===== src/rtl/fairy_sram_arbiter.sv =====
// -----------------------------------------------------------------------------
// fairy_sram_arbiter
//
// Purpose:
//   N-channel front end for a single SRAM port. Channels post read/write
//   requests. The arbiter picks one winner at a time and presents it to the
//   SRAM until sram_ack. It also tracks outstanding reads with an in-order tag
//   FIFO, so each returned read beat goes back to the channel that issued it.
//
// Optional build macro:
//   FAIRY_ARB_FIXED_PRIO_EN - defined: fixed priority, lowest channel index
//                             wins (no RR pointer). Undefined: round-robin.
//
// Ports:
//   aclk, areset_n   clock, asynchronous active-low reset
//   ch_req/ch_wr     per-channel request and direction (1 = write)
//   ch_be            packed byte enables, DATA_W/8 bits per channel
//   ch_addr/ch_wdata packed address / write data, one slice per channel
//   ch_gnt           one-cycle pulse when the SRAM accepted that channel
//   ch_rvalid        one-cycle pulse when read data for that channel is valid
//   ch_rdata         shared read data; holds its value between pulses
//   sram_cen         active-low byte chip enables (all 1s = idle)
//   sram_wr/addr/wdata  request presented to the SRAM
//   sram_ack         SRAM accepted the presented request
//   sram_rrdy/rdata  in-order read data return
//   err_o            sticky: read data returned with no read outstanding
//
// state | meaning
// ------+---------------------------------------------------------------
// IDLE  | request stage empty, arbitrating among eligible channels
// ISSUE | request stage presented on sram_*, waiting for sram_ack
// -----------------------------------------------------------------------------
module fairy_sram_arbiter #(
  parameter int NUM_CH      = 2,
  parameter int ADDR_W      = 32,
  parameter int DATA_W      = 32,
  parameter int OUTSTANDING = 4
) (
  input  logic                         aclk,
  input  logic                         areset_n,
  input  logic [NUM_CH-1:0]            ch_req,
  input  logic [NUM_CH-1:0]            ch_wr,
  input  logic [NUM_CH*DATA_W/8-1:0]   ch_be,
  input  logic [NUM_CH*ADDR_W-1:0]     ch_addr,
  input  logic [NUM_CH*DATA_W-1:0]     ch_wdata,
  output logic [NUM_CH-1:0]            ch_gnt,
  output logic [NUM_CH-1:0]            ch_rvalid,
  output logic [DATA_W-1:0]            ch_rdata,
  output logic [DATA_W/8-1:0]          sram_cen,
  output logic                         sram_wr,
  output logic [ADDR_W-1:0]            sram_addr,
  output logic [DATA_W-1:0]            sram_wdata,
  input  logic                         sram_ack,
  input  logic                         sram_rrdy,
  input  logic [DATA_W-1:0]            sram_rdata,
  output logic                         err_o
);

  localparam int BE_W  = DATA_W / 8;
  localparam int CH_W  = (NUM_CH > 1) ? $clog2(NUM_CH) : 1;
  localparam int PTR_W = $clog2(OUTSTANDING);
  localparam int CR_W  = PTR_W + 1;
  localparam logic [CR_W-1:0] CR_MAX  = CR_W'(OUTSTANDING);
  localparam logic [CH_W-1:0] LAST_CH = CH_W'(NUM_CH - 1);

  typedef enum logic {IDLE = 1'b0, ISSUE = 1'b1} state_t;

  state_t state, state_nxt;

  logic [CR_W-1:0]   credits;
  logic [CH_W-1:0]   req_ch;
  logic              req_wr;
  logic [BE_W-1:0]   req_be;
  logic [ADDR_W-1:0] req_addr;
  logic [DATA_W-1:0] req_wdata;

  logic [CH_W-1:0]   tag_mem [OUTSTANDING];
  logic [PTR_W-1:0]  wr_ptr, rd_ptr;
  logic [CR_W-1:0]   fifo_cnt;
  logic [CH_W-1:0]   pop_tag;

  logic              found;
  logic [CH_W-1:0]   win;
  logic              latch, accept, push, pop, cr_inc;
  logic [NUM_CH-1:0] gnt_nxt, rvalid_nxt;

`ifndef FAIRY_ARB_FIXED_PRIO_EN
  logic [CH_W-1:0]   rr_ptr;
`endif

  // Arbitration: first eligible channel, scanning from the RR pointer
  // (or from channel 0 in fixed-priority builds). Reads need a free credit.
  always_comb begin
    logic [CH_W-1:0] idx;
    int              sum;
    found = 1'b0;
    win   = '0;
    idx   = '0;
    sum   = 0;
    for (int i = 0; i < NUM_CH; i++) begin
`ifdef FAIRY_ARB_FIXED_PRIO_EN
      sum = i;
`else
      sum = int'(rr_ptr) + i;
      if (sum >= NUM_CH) sum = sum - NUM_CH;
`endif
      idx = CH_W'(sum);
      if (!found && ch_req[idx] && (ch_wr[idx] || (credits < CR_MAX))) begin
        found = 1'b1;
        win   = idx;
      end
    end
  end

  assign latch   = (state == IDLE) && found;
  assign accept  = (state == ISSUE) && sram_ack;
  assign push    = accept && !req_wr;
  assign pop     = sram_rrdy && (fifo_cnt != '0);
  assign cr_inc  = latch && !ch_wr[win];
  assign pop_tag = tag_mem[rd_ptr];

  // State register
  always_ff @(posedge aclk or negedge areset_n) begin
    if (!areset_n) state <= IDLE;
    else           state <= state_nxt;
  end

  // Next-state logic
  always_comb begin
    state_nxt = state;
    case (state)
      IDLE:    if (found)    state_nxt = ISSUE;
      ISSUE:   if (sram_ack) state_nxt = IDLE;
      default:               state_nxt = IDLE;
    endcase
  end

  // SRAM-side outputs; chip enables only assert while a request is presented
  always_comb begin
    sram_cen   = '1;
    if (state == ISSUE) sram_cen = req_wr ? ~req_be : '0;
    sram_wr    = req_wr;
    sram_addr  = req_addr;
    sram_wdata = req_wdata;
  end

  always_comb begin
    gnt_nxt    = '0;
    rvalid_nxt = '0;
    if (accept) gnt_nxt[req_ch]     = 1'b1;
    if (pop)    rvalid_nxt[pop_tag] = 1'b1;
  end

  always_ff @(posedge aclk or negedge areset_n) begin
    if (!areset_n) begin
      req_ch    <= '0;
      req_wr    <= 1'b0;
      req_be    <= '0;
      req_addr  <= '0;
      req_wdata <= '0;
      ch_gnt    <= '0;
      ch_rvalid <= '0;
      ch_rdata  <= '0;
      err_o     <= 1'b0;
      credits   <= '0;
      wr_ptr    <= '0;
      rd_ptr    <= '0;
      fifo_cnt  <= '0;
    end else begin
      if (latch) begin
        req_ch    <= win;
        req_wr    <= ch_wr[win];
        req_be    <= ch_be[win*BE_W +: BE_W];
        req_addr  <= ch_addr[win*ADDR_W +: ADDR_W];
        req_wdata <= ch_wdata[win*DATA_W +: DATA_W];
      end

      ch_gnt    <= gnt_nxt;
      ch_rvalid <= rvalid_nxt;
      if (pop) ch_rdata <= sram_rdata;
      if (sram_rrdy && (fifo_cnt == '0)) err_o <= 1'b1;

      // Credits count reads from latch to data return, so a read sitting in
      // the request stage already holds its slot.
      case ({cr_inc, pop})
        2'b10:   credits <= credits + 1'b1;
        2'b01:   credits <= credits - 1'b1;
        default: ;
      endcase

      if (push) wr_ptr <= wr_ptr + 1'b1;
      if (pop)  rd_ptr <= rd_ptr + 1'b1;
      case ({push, pop})
        2'b10:   fifo_cnt <= fifo_cnt + 1'b1;
        2'b01:   fifo_cnt <= fifo_cnt - 1'b1;
        default: ;
      endcase
    end
  end

  // Tag storage needs no reset; the pointers define which entries are live.
  always_ff @(posedge aclk) begin
    if (push) tag_mem[wr_ptr] <= req_ch;
  end

`ifndef FAIRY_ARB_FIXED_PRIO_EN
  always_ff @(posedge aclk or negedge areset_n) begin
    if (!areset_n)   rr_ptr <= '0;
    else if (accept) rr_ptr <= (req_ch == LAST_CH) ? '0 : req_ch + 1'b1;
  end
`endif

endmodule


===== config.mk =====
export PLATFORM = sky130hd
export DESIGN_NAME = fairy_sram_arbiter
export DESIGN_NICKNAME = d
export VERILOG_FILES = /design/src/rtl/fairy_sram_arbiter.sv
export SDC_FILE = /design/constraint.sdc
export NUM_CORES = 1
export LEC_CHECK = 0
export ABC_AREA = 0
export BUFFER_PORTS_ARGS = -buffer_cell sky130_fd_sc_hd__buf_2
export CAP_MARGIN = 40
export CORE_ASPECT_RATIO = 1.4
export CORE_MARGIN = 8
export CORE_UTILIZATION = 30
export DETAILED_ROUTE_END_ITERATION = 12
export SYNTH_ARGS = -nofsm -noshare
export SYNTH_HDL_FRONTEND = slang
export SYNTH_SLANG_ARGS = --single-unit

===== constraint.sdc =====
create_clock -name aclk -period 6.8 [get_ports aclk]
set_input_delay 0.34 -clock aclk [delete_from_list [all_inputs] [get_ports aclk]]
set_output_delay 0.34 -clock aclk [all_outputs]
set_load 0.005 [all_outputs]

* Word-level counts from Yosys, hierarchy flattened
Memories as Yosys holds them, arrays and structs flattened. Cells that the tools add are included.
Word-level totals: bits in writable memories 4, word-level logic and storage cells 97, flip-flop bits (word level) 119, memories 1, memory bits (read-only) 0, bits in latches 0
Memory list:
- tag_mem | words 4, bits a word 1, rd ports 1, clocked after memory_dff 0, write ports 1, RTL line 77 | logic [CH_W-1:0] tag_mem [OUTSTANDING];
Cells by class: reduce and logical (&&, ||, !) cells 20, divide/modulo/power cells 0, multiplexer cells 32, equal/unequal tests 4, shift-type cells 3, magnitude comparators 10, bitwise operators 2, $add $sub $neg 10, $mul 0
Operators by type and width (count):
- 64-bit by 7-bit variable part select with 32-bit output | 2
- 1-bit 2-to-1 mux | 23
- 3-bit case mux with 2 select lines | 2
- 1-bit logical AND | 11
- 1-bit by 2-bit less-than comparator with 1-bit output, second input constant | 5
- 4-bit 2-to-1 mux | 2
- 8-bit by 4-bit variable part select with 4-bit output | 1
- 3-bit by 1-bit adder with 3-bit output, second input constant | 2
- 3-bit by 1-bit subtractor with 3-bit output, second input constant | 2
- 2-bit by 1-bit adder with 2-bit output, second input constant | 2
- 2-bit by 1-bit equality test with 1-bit output, second input constant | 2
- 2-bit equality test, second input constant | 2
- 2-bit 2-to-1 mux | 2
- 4-bit NOT | 1
- 2-bit nonzero test | 2
- 1-bit zero test | 3
- 3-bit zero test | 1
- 3-bit less-than comparator, second input constant | 1
- 3-bit nonzero test | 1
- 1-bit by 1-bit adder with 2-bit output, second input constant | 1
- 1-bit demux with 1-bit select | 2
- 1-bit >= comparator, second input constant | 2
- 1-bit by 2-bit >= comparator with 1-bit output, second input constant | 1
- 2-bit >= comparator, second input constant | 1
- other kinds (5) | 7

* Longest topological paths before layout
Gate-level depths: netlist of run 1.
depth after elaboration 17, gate-level depth with buffers 11

* Worst setup path before layout of run 1
Ideal clock, no wire load.
path type flip-flop to flip-flop, start point register credits[2], end point register credits[2], data required time 6675 ps, path slack 4443 ps, library setup time 125 ps, buffers on the path 2, cell stages (with the launch flop) 12, period minus slack after synthesis 2357 ps, arrival 2231 ps, cell sequence dfrtp_1 and2b_4 o311a_1 buf_6 clkbuf_8 nand2_1 nand3_1 ha_1 fa_1 xnor2_1 nor2_1 xor2_1
Between the ends: longest elaborated chain between the ends 14, elaborated cells between the ends (all ways) 22, classes of those cells add/sub: 2; order compare: 1; eq/ne: 2; mux: 7; reduce/logical: 10
Ends and longest elaborated chain:
- start, declared | RTL line 70 | logic [CR_W-1:0] credits;
- start signal, assigned | RTL line 186 | 2'b10: credits <= credits + 1'b1;
- start signal, assigned | RTL line 187 | 2'b01: credits <= credits - 1'b1;
- 3-bit less-than comparator | RTL line 108 | if (!found && ch_req[idx] && (ch_wr[idx] || (credits < CR_MAX))) begin
- 1-bit logical OR | RTL line 108
- 1-bit logical AND | RTL line 108
- 1-bit 2-to-1 mux | RTL line 108
- 1-bit zero test | RTL line 108
- 1-bit logical AND (2 in a row) | RTL line 108
- 1-bit 2-to-1 mux | RTL line 108
- 1-bit 2-to-1 mux (not written as such) (2 in a row) | RTL line 119 | assign cr_inc = latch && !ch_wr[win];
- 1-bit zero test | RTL line 119
- 1-bit logical AND | RTL line 119
- 2-bit by 1-bit equality test with 1-bit output or 2-bit equality test (tied branches) | RTL line 185 | case ({cr_inc, pop})
- 3-bit case mux with 2 select lines or 2-bit nonzero test (tied branches)
Parallel ways exist; a longest one is shown, timed or not. The select of a mux whose other input is x is not followed. A chain may end at the register's enable or synchronous reset.

* Worst setup path in the final report of run 1
start point register fifo_cnt[1], end point register credits[2]
Between the ends: longest elaborated chain between the ends 4, elaborated cells between the ends (all ways) 6, classes of those cells eq/ne: 2; mux: 1; reduce/logical: 3
Ends and longest elaborated chain:
- start, declared | RTL line 79 | logic [CR_W-1:0] fifo_cnt;
- start signal, assigned | RTL line 194 | 2'b10: fifo_cnt <= fifo_cnt + 1'b1;
- start signal, assigned | RTL line 195 | 2'b01: fifo_cnt <= fifo_cnt - 1'b1;
- 3-bit nonzero test (*) | RTL line 118 | assign pop = sram_rrdy && (fifo_cnt != '0);
- 1-bit logical AND (*) | RTL line 118
- 2-bit by 1-bit equality test with 1-bit output or 2-bit equality test (tied branches) | RTL line 185
- 3-bit case mux with 2 select lines or 2-bit nonzero test (tied branches)
Every way passes the cells marked *; elsewhere a longest branch is shown, timed or not.

==> results of run 1 <==
-- cells in the mapped netlist --
library cell / count
sky130_fd_sc_hd__a21o_1: 1
sky130_fd_sc_hd__a21oi_1: 138
sky130_fd_sc_hd__a221oi_1: 1
sky130_fd_sc_hd__a31oi_1: 1
sky130_fd_sc_hd__a32o_1: 1
sky130_fd_sc_hd__a32oi_2: 1
sky130_fd_sc_hd__and2_1: 5
sky130_fd_sc_hd__and2b_2: 1
sky130_fd_sc_hd__and2b_4: 1
sky130_fd_sc_hd__and3_1: 1
sky130_fd_sc_hd__buf_1: 2
sky130_fd_sc_hd__buf_2: 4
sky130_fd_sc_hd__buf_6: 8
sky130_fd_sc_hd__buf_8: 2
sky130_fd_sc_hd__clkbuf_1: 17
sky130_fd_sc_hd__clkbuf_8: 5
sky130_fd_sc_hd__clkinv_1: 1
sky130_fd_sc_hd__dfrtp_1: 119
sky130_fd_sc_hd__edfxtp_1: 4
sky130_fd_sc_hd__fa_1: 2
sky130_fd_sc_hd__ha_1: 6
sky130_fd_sc_hd__inv_1: 8
sky130_fd_sc_hd__inv_2: 1
sky130_fd_sc_hd__mux2_2: 1
sky130_fd_sc_hd__mux2i_1: 1
sky130_fd_sc_hd__mux4_2: 1
sky130_fd_sc_hd__nand2_1: 170
sky130_fd_sc_hd__nand2b_1: 3
sky130_fd_sc_hd__nand3_1: 1
sky130_fd_sc_hd__nor2_1: 75
sky130_fd_sc_hd__nor3_1: 1
sky130_fd_sc_hd__o21ai_0: 6
sky130_fd_sc_hd__o311a_1: 1
sky130_fd_sc_hd__o311ai_4: 1
sky130_fd_sc_hd__xnor2_1: 6
sky130_fd_sc_hd__xor2_1: 3
-- layout by cell type, fill, tap and decap left out, types with 2 or more instances in the layout --
master	Yosys	routed
sky130_fd_sc_hd__and2_1	5	5
sky130_fd_sc_hd__nand2b_1	3	3
sky130_fd_sc_hd__nand2_1	170	170
sky130_fd_sc_hd__clkbuf_16	0	17
sky130_fd_sc_hd__inv_1	8	8
sky130_fd_sc_hd__fa_1	2	2
sky130_fd_sc_hd__xor2_1	3	3
sky130_fd_sc_hd__xnor2_1	6	6
sky130_fd_sc_hd__dfrtp_1	119	119
sky130_fd_sc_hd__ha_1	6	6
sky130_fd_sc_hd__clkinv_4	0	4
sky130_fd_sc_hd__inv_6	0	4
sky130_fd_sc_hd__buf_4	0	7
sky130_fd_sc_hd__bufinv_16	0	2
sky130_fd_sc_hd__a21oi_1	138	138
sky130_fd_sc_hd__buf_16	0	2
sky130_fd_sc_hd__buf_2	4	280
sky130_fd_sc_hd__clkinv_2	0	3
sky130_fd_sc_hd__nor2_1	75	75
sky130_fd_sc_hd__o21ai_0	6	6
sky130_fd_sc_hd__edfxtp_1	4	4
-- critical path, delay by kind of cell (launching register included) --
| kind | cells | cell delay [ns] |
|---|---|---|
| adders and majority gates | 2 | 0.83 |
| DFF | 1 | 0.39 |
| buffers and inverters | 2 | 0.88 |
| xor gates and xnor gates | 2 | 0.29 |
| and+or+nand+nor | 3 | 0.42 |
-- power by group --
group / switching [mW] / total [mW] / internal (mW)
clock: 0.367 / 0.913 / 0.547
sequential: 0.184 / 1.24 / 1.06
combinational: 0.625 / 1.12 / 0.497
-- sequential cells by signal (all words and copies together), names as in the netlist, 2 cells and up --
signal,count
tag_mem,4
credits,3
rd_ptr,2
ch_gnt,2
ch_rdata,32
sram_addr,32
req_be,4
ch_rvalid,2
wr_ptr,2
fifo_cnt,3
sram_wdata,32
-- cell families (layout without fill, tap and decap cells) --
logic type / Yosys count / count (layout) / share of synthesized area
AND/OR/NAND/NOR: 258 / 258 / 0.1839
AO/OA/AOI/OAI: 151 / 151 / 0.1475
flip-flops: 123 / 123 / 0.5670
buffers and inverters: 48 / 332 / 0.05816
XOR/XNOR: 9 / 9 / 0.01443
adder cells (fa/ha/maj): 8 / 8 / 0.02107
multiplexers: 3 / 3 / 0.008014
other: 0 / 1 / 0
-- final cells by class --
cell class,count,area [um^2],share of cell area
repair buffers,290,1519,0.1996
clock inverters,15,163.9,0.02154
clock buffers,17,425.4,0.05591
flip-flops and latches,123,3098,0.4072
diodes,1,2.502,0.0003289
multi-input cells,429,2062,0.2710
well taps,240,300.3,0.03947
inverters,10,37.54,0.004933
-- through the flow --
stage / total power, mW / utilization / instance area, um^2
2_1_floorplan: 1.891 / - / 5464
3_3_place_gp: 2.373 / 0.3878 / 6952
3_5_place_dp: 2.403 / 0.3909 / 7007
4_1_cts: 3.337 / 0.4243 / 7606
5_1_grt: 3.537 / 0.4243 / 7606
6_report: 3.275 / 0.4245 / 7609
-- layer usage --
metal / vias up / GRT usage / share of wire
met1: 2391 / 0.1752 / 0.38
met5: - / 0 / 0.0030
met2: 185 / 0.2693 / 0.51
met3: 27 / 0.06252 / 0.087
li1: 2498 / - / -
met4: 8 / 0.06022 / 0.016
-- worst max-delay path by stage --
stage / slack (ns) / start / cells after the start / to
floorplan: 4.44 / credits[2]$_DFFE_PN0P_ / 11 / credits[2]$_DFFE_PN0P_
global placement: 3.31 / fifo_cnt[1]$_DFFE_PN0P_ / 9 / credits[2]$_DFFE_PN0P_
finish: 3.82 / fifo_cnt[1]$_DFFE_PN0P_ / 9 / credits[2]$_DFFE_PN0P_
global route: 3.56 / fifo_cnt[1]$_DFFE_PN0P_ / 9 / credits[2]$_DFFE_PN0P_
CTS: 3.78 / fifo_cnt[1]$_DFFE_PN0P_ / 9 / credits[2]$_DFFE_PN0P_
detailed placement: 3.80 / fifo_cnt[1]$_DFFE_PN0P_ / 9 / credits[2]$_DFFE_PN0P_
-- timing repair --
action / 4_1_cts / 5_1_grt
resized for setup: 0 / 0
hold buffers: 1 / 0
setup endpoints to repair: 0 / 0
hold endpoints to repair: 21 / 0
==> flow_summary.rst, run 1 <==
.. list-table::
   :header-rows: 1

   * - Metric
     - Value
   * - Initial cell density of the core
     - 0.3048
   * - TritonCTS clock tree
     - built
   * - Via count of the routed design
     - 5,109
   * - Post-DP HPWL
     - between 10,000 and 15,000 um
   * - Final #Nets
     - 1,055
   * - Result of the run
     - finished, final reports clean
   * - Detailed Route Iter0 Violations
     - about 310
   * - Final Hold Violating Endpoints
     - 0
   * - Top cells by area in the synthesized netlist
     - sky130_fd_sc_hd__dfrtp_1 54%, sky130_fd_sc_hd__a21oi_1 13%, sky130_fd_sc_hd__nand2_1 12%
   * - Count of synthesis-stage warnings from yosys
     - 0
   * - Worst slew margin relative to its limit
     - 0.4394
   * - Hold Crit Class
     - in2reg
   * - DRC Markers
     - 0
   * - Number of buffers added on ports
     - around 280
   * - Total I/O pin count
     - 282
   * - Worst Skew
     - between 0.009 and 0.01 ns
   * - Fraction of the yosys area taken by sequential cells
     - 0.5670
   * - Master of the slowest instance on the critical path
     - sky130_fd_sc_hd__clkinv_1
   * - Setup slack at placement
     - roughly 3.8 ns
   * - Tightest Pin Transition
     - about 0.84 ns
   * - Final cycle utilization of the critical path
     - 0.4379
   * - Length of the first detailed-routing pass in iterations
     - 5
   * - Static leakage
     - between 3 and 4 nW
   * - Min cycle time layout
     - between 2 and 3 ns
   * - Worst path max stage delay
     - around 0.55 ns
   * - Average cell area after synthesis
     - between 9 and 10 um^2
   * - GPL Wtd Cong
     - between 0.7 and 0.8
   * - Instance count along the most critical hold path
     - 3
   * - Area added between synthesis and finish
     - 39.25%
   * - Antenna-violating nets left
     - 0
   * - Root Buffer
     - sky130_fd_sc_hd__clkbuf_16
   * - Data arrival time of the worst path
     - between 3 and 4 ns
   * - Data required time at the worst endpoint
     - 7.10 ns
   * - Crit Path Class
     - reg2reg
   * - Clock latency on the worst-skew pair
     - 0.41 ns
   * - Cell Rows
     - 58
   * - Number of filler cells placed in the layout
     - 1,855
   * - Hold Startpoint
     - sram_rdata[13]
   * - Num Clock Sinks
     - roughly 120
   * - Sort of element at the start of the critical path
     - flip-flop
   * - Number of max-slew violations in the final report
     - 0
   * - Setup Total Neg Slack
     - 0 ns
   * - Worst-path maximum fanout
     - 35
   * - Worst hold-check slack
     - around 0.11 ns
   * - Post-detailed-route wirelength per cell
     - approximately 16 um
   * - Aggregate global-route resource usage
     - 0.1595
   * - Worst r2r path cells
     - 9
   * - Vias in the first global route
     - approximately 5,400
   * - End point of the worst hold path
     - ch_rdata[13]$_DFFE_PN0P_
   * - Synthesized cell area
     - ~5500 um^2
   * - CP cell instances
     - nor3_1 > nand2b_1 > buf_4 > clkinv_1 > ha_1 > fa_1 > xnor2_1 > nor2_1 > xor2_1
   * - Synth top area share
     - 0.5450
   * - Largest vdd supply drop
     - 0.1429 mV
   * - Number of antenna violations at the first check in global routing
     - 4
   * - Number of library cell types mapped by synthesis
     - 36
   * - Total Die Area
     - 22,850 um^2
   * - Via density per instance
     - approximately 4.5
   * - Pin count of the biggest net entering global routing
     - 71
   * - Cell count after synthesis
     - 600
   * - WL final
     - approximately 18,000 um
   * - Remaining global-route overflow
     - 0
   * - Achievable clock frequency
     - approximately 340 MHz
   * - Cells after DPL
     - about 1,100
   * - Die H
     - 175.7 um
   * - Kind of end point of the critical path
     - flip-flop
   * - Synthesized flop and latch total
     - 123
   * - Net count of the mapped netlist
     - between 700 and 800
   * - Max-Cap Viols
     - 0
   * - Unrepaired setup endpoints after global routing
     - no
   * - Wire length of the first global-routing pass
     - around 28,000 um
   * - Cell taking the most area after synthesis
     - sky130_fd_sc_hd__dfrtp_1
   * - Share of final-layout standard cells stronger than drive strength 1
     - 0.3733
   * - Core footprint
     - 17,920 um^2
   * - Clk buf depth
     - 2
   * - Endpoints failing setup
     - 0
   * - Worst flop-to-flop path startpoint
     - fifo_cnt[1]$_DFFE_PN0P_
   * - Number of levels in the clock H-tree
     - 4
   * - Reg-to-reg slack, setup
     - 3.82 ns
   * - Clock transition at the registers of the reported paths
     - approximately 0.060 ns
   * - Post-route setup slack
     - approximately 3.8 ns
   * - Non-filler instance count after layout
     - 1,125
   * - Number of buffers created by CTS
     - 17
   * - Setup bufs post-CTS
     - 0
   * - Power per Cell Area
     - around 430 nW/um^2
   * - Capture instance of the worst register-to-register path
     - credits[2]$_DFFE_PN0P_
   * - Horiz. Die Dim
     - 130.1 um
No activity file was read; power rests on OpenSTA's default activity.
==> run 2: changes to the inputs <==
Clock period 6.8 ns to 2.9 ns, I/O delays scaled along.
==> run 2 against run 1 <==
Net effect:
- sequential share of layout area shrank 4.7 points
- non-clock buffer count up 102
- critical path type unchanged
- critical path depth unchanged
==> flow_summary.rst, run 2 (same netlist as run 1, synthesis figures left out) <==
.. list-table::
   :header-rows: 1

   * - Metric
     - Value
   * - Master of the slowest instance on the critical path
     - sky130_fd_sc_hd__dfrtp_1
   * - Cell count along the critical path
     - 9
   * - Detailed Route Iter0 Violations
     - around 250
   * - Sort of element at the start of the critical path
     - flip-flop
   * - Worst slew margin relative to its limit
     - 0.4372
   * - Hold Crit Class
     - in2reg
   * - Number of buffers added on ports
     - approximately 280
   * - Crit Path Class
     - reg2reg
   * - Num Clock Sinks
     - 123
   * - Number of levels in the clock H-tree
     - 4
   * - Root Buffer
     - sky130_fd_sc_hd__clkbuf_16
   * - Data arrival time of the worst path
     - approximately 2.5 ns
   * - Vias in the first global route
     - roughly 6,000
   * - CP cell instances
     - and2b_4 > o311a_2 > nand2_1 > nand3_1 > ha_1 > fa_1 > xnor2_1 > nor2_1 > xor2_1
   * - Area added between synthesis and finish
     - 57.45%
   * - Max-Cap Viols
     - 0
   * - Post-DP HPWL
     - roughly 13,000 um
   * - Initial cell density of the core
     - 0.3048
   * - Category of cells accounting for the largest share of critical-path delay
     - adder cells
   * - Clk buf depth
     - 2
   * - Unrepaired setup endpoints after global routing
     - no
   * - Net switching share of the total power
     - 0.3642
   * - Data required time at the worst endpoint
     - 3.19 ns
   * - Aggregate global-route resource usage
     - 0.1680
   * - Net switching power figure
     - between 2 and 3 mW
   * - Most frequent cells in the layout
     - 280 x sky130_fd_sc_hd__buf_2, 170 x sky130_fd_sc_hd__nand2_1, 138 x sky130_fd_sc_hd__a21oi_1, 119 x sky130_fd_sc_hd__dfrtp_1, 103 x sky130_fd_sc_hd__dlygate4sd3_1
   * - Number of max-slew violations in the final report
     - 0
   * - Core utilization of the finished layout
     - 0.4800
   * - Clock transition at the registers of the reported paths
     - ~0.07 ns
   * - Antenna-violating nets left
     - 0
   * - Final #Nets
     - roughly 1,200
   * - Pint
     - ~4.9 mW
   * - WL final
     - ~19,000 um
   * - Static leakage
     - 4.332 nW
   * - Post-route setup slack
     - 0.6945 ns
   * - Wire length of the first global-routing pass
     - roughly 30,000 um
   * - Worst path max stage delay
     - between 0.4 and 0.5 ns
   * - Worst-path maximum fanout
     - 4
   * - Core footprint
     - 17,920 um^2
   * - Power per Cell Area
     - 903.4 nW/um^2
   * - Pin count of the biggest net entering global routing
     - just over 70
   * - Combinational fraction of design power
     - 0.358
   * - Setup slack at placement
     - 0.6791 ns
   * - Clock network power share
     - 0.268
   * - Length of the first detailed-routing pass in iterations
     - 4
   * - Number of filler cells placed in the layout
     - roughly 1,700
   * - Die H
     - between 150 and 200 um
   * - Most frequent standard cell in the layout excluding fill and tap cells
     - sky130_fd_sc_hd__buf_2
   * - Worst r2r path cells
     - 9
   * - Post-detailed-route wirelength per cell
     - approximately 16 um
   * - Share of final-layout standard cells stronger than drive strength 1
     - 0.3347
   * - TritonCTS clock tree
     - built
   * - Count of buffer and inverter cells on the critical path
     - 0
   * - Instance count along the most critical hold path
     - 3
   * - Setup Total Neg Slack
     - 0 ns
   * - Largest vdd supply drop
     - a little over 0.4 mV
   * - Kind of end point of the critical path
     - flip-flop
   * - Remaining global-route overflow
     - 0
   * - DRC Markers
     - 0
   * - Result of the run
     - finished, final reports clean
   * - Min cycle time layout
     - ~2.2 ns
   * - Number of antenna violations at the first check in global routing
     - 3
   * - Via density per instance
     - approximately 4.5
   * - Tightest Pin Transition
     - approximately 0.84 ns
   * - Sequential group share of total power
     - 0.374
   * - Cell Rows
     - between 50 and 60
   * - Via count of the routed design
     - 5,581
   * - Achievable clock frequency
     - approximately 450 MHz
   * - Worst Skew
     - 0.007955 ns
   * - GPL Wtd Cong
     - approximately 0.73
   * - Endpoints failing setup
     - 0
   * - Clock latency on the worst-skew pair
     - approximately 0.41 ns
   * - Final Hold Violating Endpoints
     - 0
   * - Total I/O pin count
     - roughly 280
   * - Number of buffers created by CTS
     - 17
   * - Horiz. Die Dim
     - between 100 and 150 um
   * - Total Die Area
     - roughly 23,000 um^2
   * - Final cycle utilization of the critical path
     - 0.7605
==> run 2: worst reg2reg max path: stages, from the launching register on <==
cell and delay, ns:
sky130_fd_sc_hd__dfrtp_1 0.42, sky130_fd_sc_hd__and2b_4 0.19, sky130_fd_sc_hd__o311a_2 0.34, sky130_fd_sc_hd__nand2_1 0.09
sky130_fd_sc_hd__nand3_1 0.08, sky130_fd_sc_hd__ha_1 0.22, sky130_fd_sc_hd__fa_1 0.38, sky130_fd_sc_hd__xnor2_1 0.16
sky130_fd_sc_hd__nor2_1 0.06, sky130_fd_sc_hd__xor2_1 0.14
==> run 2: layout make-up <==
class                   count  area [um^2]  share of cell area
flip-flops and latches    123         3098              0.3601
repair buffers            392         2525              0.2935
multi-input cells         429         2062              0.2397
clock buffers              17        425.4             0.04945
well taps                 240        300.3             0.03490
clock inverters            15        152.6             0.01774
inverters                  10        37.54            0.004363
diodes                      1        2.502           0.0002909
==> run 2: path summary, 6_finish.rpt <==
kind	startpoint	endpoint	slack, ns
max	credits[2]$_DFFE_PN0P_	credits[2]$_DFFE_PN0P_	0.69
min in group asynchronous	areset_n	sram_wdata[1]$_DFFE_PN0P_	0.21
max in group asynchronous	areset_n	sram_wdata[21]$_DFFE_PN0P_	1.97
min reg2reg	err_o$_DFFE_PN0P_	err_o$_DFFE_PN0P_	0.45
max reg2reg	credits[2]$_DFFE_PN0P_	credits[2]$_DFFE_PN0P_	0.69
min	ch_wdata[33]	sram_wdata[1]$_DFFE_PN0P_	0.02
==> run 2: metrics by stage <==
| step | hold slack, ns | power [mW] | cells | instance area [um^2] |
|---|---|---|---|---|
| after floorplan | -0.1506 | 4.435 | 600 | 5464 |
| after global placement | 0.1294 | 5.584 | 1091 | 6992 |
| after detailed placement | 0.1294 | 5.635 | 1091 | 6992 |
| after CTS | 0.001077 | 7.881 | 1226 | 8601 |
| after global routing | 0.02381 | 8.399 | 1227 | 8603 |
| final | 0.01943 | 7.772 | 1227 | 8603 |
==> run 2: what timing repair did <==
| item | in CTS | in global routing |
|---|---|---|
| setup buffers | 0 | 0 |
| endpoints found under the hold margin | 135 | 0 |
| resized for setup | 0 | 0 |
| hold buffers | 103 | 0 |
==> run 2: routing by layer <==
metal	wire, um	track usage	vias up
met1	7333	0.1834	2635
li1	-	-	2702
met3	1593	0.05888	25
met2	9840	0.2923	215
met4	346	0.05828	4
met5	27	0	-
==> run 2: power by group through the flow <==
| stage | logic (mW) | clock network [mW] | registers, mW |
|---|---|---|---|
| floorplan | 1.49 | 0 | 2.94 |
| global placement | 2.68 | 0 | 2.91 |
| detailed placement | 2.72 | 0 | 2.91 |
| CTS | 2.83 | 2.14 | 2.91 |
| global route | 3.18 | 2.21 | 3.02 |
| finish | 2.78 | 2.08 | 2.91 |
==> run 3: changes to the inputs <==
Settings changed: ABC_AREA 0 to 1.
Clock period 2.9 ns to 2.29 ns, I/O delays scaled along.
==> run 3 against run 2 <==
Net effect:
- utilization decreased by 3.9 points
- total power increased by 51%
- clock skew grew 0.0014 ns
- via count grew 11%
- fmax decreased by 0.27%
- synthesized cell count grew 29%
- design area grew 0.83%
- cell count grew 9.9%
- register-to-register slack lost 0.62 ns
- setup slack lost 0.62 ns
- critical path type unchanged
- worst hold slack better by 0.0044 ns
- die area increased by 8.1%
- critical endpoint is now credits[1]$_DFFE_PN0P_
==> flow_summary.rst, run 3 <==
.. list-table::
   :header-rows: 1

   * - Metric
     - Value
   * - Result of the run
     - finished, final reports clean
   * - Endpoints failing setup
     - 0
   * - Detailed Route Iter0 Violations
     - 298
   * - Clock latency on the worst-skew pair
     - roughly 0.40 ns
   * - Aggregate global-route resource usage
     - 0.1647
   * - Hold Crit Class
     - in2reg
   * - Achievable clock frequency
     - 452.2 MHz
   * - Number of filler cells placed in the layout
     - between 2,000 and 2,500
   * - Total I/O pin count
     - 282
   * - Data required time at the worst endpoint
     - 2.57 ns
   * - Total power after layout
     - approximately 12 mW
   * - Cell Rows
     - slightly above 60
   * - Top cell types by occurrence after synthesis
     - 386 x sky130_fd_sc_hd__nand2_1, 145 x sky130_fd_sc_hd__nand3_1, 119 x sky130_fd_sc_hd__dfrtp_1, 34 x sky130_fd_sc_hd__buf_2, 19 x sky130_fd_sc_hd__inv_1
   * - Cell count after synthesis
     - ~780
   * - Number of buffers created by CTS
     - 17
   * - Async SR Flop Fraction
     - 0.9675
   * - Area added between synthesis and finish
     - 45.59%
   * - Number of levels in the clock H-tree
     - 4
   * - Initial cell density of the core
     - 0.3026
   * - Final cycle utilization of the critical path
     - 0.9657
   * - Fraction of the yosys area taken by sequential cells
     - 0.5199
   * - Length of the first detailed-routing pass in iterations
     - 5
   * - Worst path max stage delay
     - between 0.4 and 0.5 ns
   * - Cell taking the most area after synthesis
     - sky130_fd_sc_hd__dfrtp_1
   * - Synthesized cell area
     - between 5000 and 6000 um^2
   * - Master of the slowest instance on the critical path
     - sky130_fd_sc_hd__dfrtp_2
   * - Most frequent standard cell in the layout excluding fill and tap cells
     - sky130_fd_sc_hd__nand2_1
   * - Summed area of non-filler cells in the final layout
     - between 8000 and 9000 um^2
   * - Crit Path Class
     - reg2reg
   * - WL final
     - roughly 21,000 um
   * - Post-DP HPWL
     - 14,370 um
   * - Non-filler instance count after layout
     - about 1,300
   * - Cell Area, Placed
     - around 7600 um^2
   * - GPL Wtd Cong
     - roughly 0.78
   * - CP cell instances
     - inv_4 > nor2_1 > nor2_2 > nand2_2 > nand2_2 > nand3_1 > nand3_1 > ha_2 > fa_2 > mux2_2
   * - Kind of end point of the critical path
     - flip-flop
   * - Final #Nets
     - about 1,300
   * - Min cycle time layout
     - ~2.2 ns
   * - Worst slew margin relative to its limit
     - 0.4523
   * - Die H
     - between 150 and 200 um
   * - Number of buffers added on ports
     - around 280
   * - Static leakage
     - between 4 and 5 nW
   * - Number of antenna violations at the first check in global routing
     - 1
   * - Via count of the routed design
     - slightly above 6,000
   * - Number of max-slew violations in the final report
     - 0
   * - Share of final-layout standard cells stronger than drive strength 1
     - 0.3111
   * - Post-detailed-route wirelength per cell
     - about 15 um
   * - Via density per instance
     - between 4 and 5
   * - Antenna-violating nets left
     - 0
   * - Synthesized flop and latch total
     - between 100 and 150
   * - Wire length of the first global-routing pass
     - ~32,000 um
   * - Horiz. Die Dim
     - approximately 140 um
   * - Leading cell type by number of instances after synthesis
     - sky130_fd_sc_hd__nand2_1
   * - Sort of element at the start of the critical path
     - flip-flop
   * - Largest vdd supply drop
     - approximately 0.9 mV
   * - Post-synth EDFFs
     - 4
   * - Final Hold Violating Endpoints
     - 0
   * - Root Buffer
     - sky130_fd_sc_hd__clkbuf_16
   * - TritonCTS clock tree
     - built
   * - Net count of the mapped netlist
     - between 900 and 1,000
   * - Vias in the first global route
     - 6,152
   * - Cells after DPL
     - 1,273
   * - Power per Cell Area
     - about 1400 nW/um^2
   * - Clk buf depth
     - 2
   * - Most frequent cells in the layout
     - 384 x sky130_fd_sc_hd__nand2_1, 280 x sky130_fd_sc_hd__buf_2, 142 x sky130_fd_sc_hd__nand3_1, 118 x sky130_fd_sc_hd__dfrtp_1, 41 x sky130_fd_sc_hd__dlygate4sd3_1
   * - Worst Skew
     - roughly 0.0094 ns
   * - Core footprint
     - 19,690 um^2
   * - Clock transition at the registers of the reported paths
     - 0.05 ns
   * - Top FF cell, synth
     - sky130_fd_sc_hd__dfrtp_1
   * - Count of synthesis-stage warnings from yosys
     - 0
   * - Tightest Pin Transition
     - a little over 0.8 ns
   * - Num Clock Sinks
     - 123
   * - Max-Cap Viols
     - 0
   * - Data arrival time of the worst path
     - 2.49 ns
   * - Pin count of the biggest net entering global routing
     - 71
   * - Number of library cell types mapped by synthesis
     - 27
   * - Average cell area after synthesis
     - ~7.7 um^2
   * - DRC Markers
     - 0
   * - Worst hold-check slack
     - 0.02382 ns
   * - Worst-path maximum fanout
     - 5
   * - Top cells by area in the synthesized netlist
     - sky130_fd_sc_hd__dfrtp_1 50%, sky130_fd_sc_hd__nand2_1 24%, sky130_fd_sc_hd__nand3_1 12%
   * - Total Die Area
     - about 25,000 um^2
   * - Synth top area share
     - 0.4998
   * - Remaining global-route overflow
     - 0
[run 3: changes by cell type after synthesis, sizes merged, moves of 3 or more]
cell / change
nand2: +218
inv: +11
buf: +21
clkbuf: -10
and2: -4
o21ai: +3
nand2b: -3
nand3: +145
nor2: -61
xnor2: -3
a21oi: -132
[run 3: cell families (layout without fill, tap and decap cells)]
group | Yosys count | after routing | share of synthesized area
simple gates | 550 | 550 | 0.3801
flops | 123 | 123 | 0.5200
buf+inv | 70 | 391 | 0.05376
compound gates | 17 | 17 | 0.01617
fa+ha+maj | 8 | 8 | 0.01932
xor+xnor | 6 | 6 | 0.008821
mux | 1 | 1 | 0.001890
other cells | 0 | 1 | 0
[run 3: power by group]
group	internal, mW	switching [mW]
Sequential	3.17	0.534
Clock	1.74	0.917
Combinational	2.08	3.27
[run 3: metal layers]
metal  routed length [um]  up-vias  share of wire  GRT usage
met2                10740      214           0.52     0.2888
li1                     -     3079              -          -
met4                  341        0          0.016    0.05838
met1                 8211     2875           0.40     0.1870
met3                 1428       23          0.069    0.04491
met5                    0        -              0          0
[run 3: repair_timing]
| item | in CTS | in global routing |
|---|---|---|
| buffers inserted | 0 | 4 |
| hold buffers | 41 | 0 |
| hold endpoints to repair | 76 | 0 |
| resized for setup | 0 | 11 |
| setup endpoints to repair | 0 | 62 |
[run 3: final timing paths]
path	from	to	slack [ns]	cells past startpoint
hold reg to reg	sram_addr[26]$_DFFE_PN0P_	sram_addr[26]$_DFFE_PN0P_	0.47	2
min in group asynchronous	areset_n	sram_wdata[31]$_DFFE_PN0P_	0.23	2
setup / recovery	rr_ptr$_DFFE_PN0P_	credits[1]$_DFFE_PN0P_	0.08	10
max in group asynchronous	areset_n	sram_wdata[21]$_DFFE_PN0P_	1.43	3
setup reg to reg	rr_ptr$_DFFE_PN0P_	credits[1]$_DFFE_PN0P_	0.08	10
hold / removal	ch_wdata[62]	sram_wdata[30]$_DFFE_PN0P_	0.02	5
[run 3: through the flow]
step	setup slack (ns)	TNS (ns)	utilization
2_1_floorplan	0.01290	0	-
3_3_place_gp	0.08366	0	0.3866
3_5_place_dp	0.02293	0	0.3866
4_1_cts	0.007742	0	0.4373
5_1_grt	-0.007749	-0.009655	0.4405
6_report	0.07850	0	0.4405
[run 3: cell type report]
cell class	count	area, um^2	share of cell area
tap	252	315.3	0.03635
inverter	21	81.33	0.009375
antenna	1	2.502	0.0002885
timing repair buffer	340	2016	0.2324
clock inverter	6	85.08	0.009808
sequential	123	3099	0.3573
clock buffer	24	503.0	0.05798
multi-input combinational	582	2572	0.2966
[run 3: worst max-delay path: cells and delay by family, from the launching register on]
family                     cells  cell delay [ns]
adders and majority gates      2             0.63
buffers and inverters          1             0.08
DFF                            1             0.45
muxes                          1             0.26
and+or+nand+nor                6             0.67
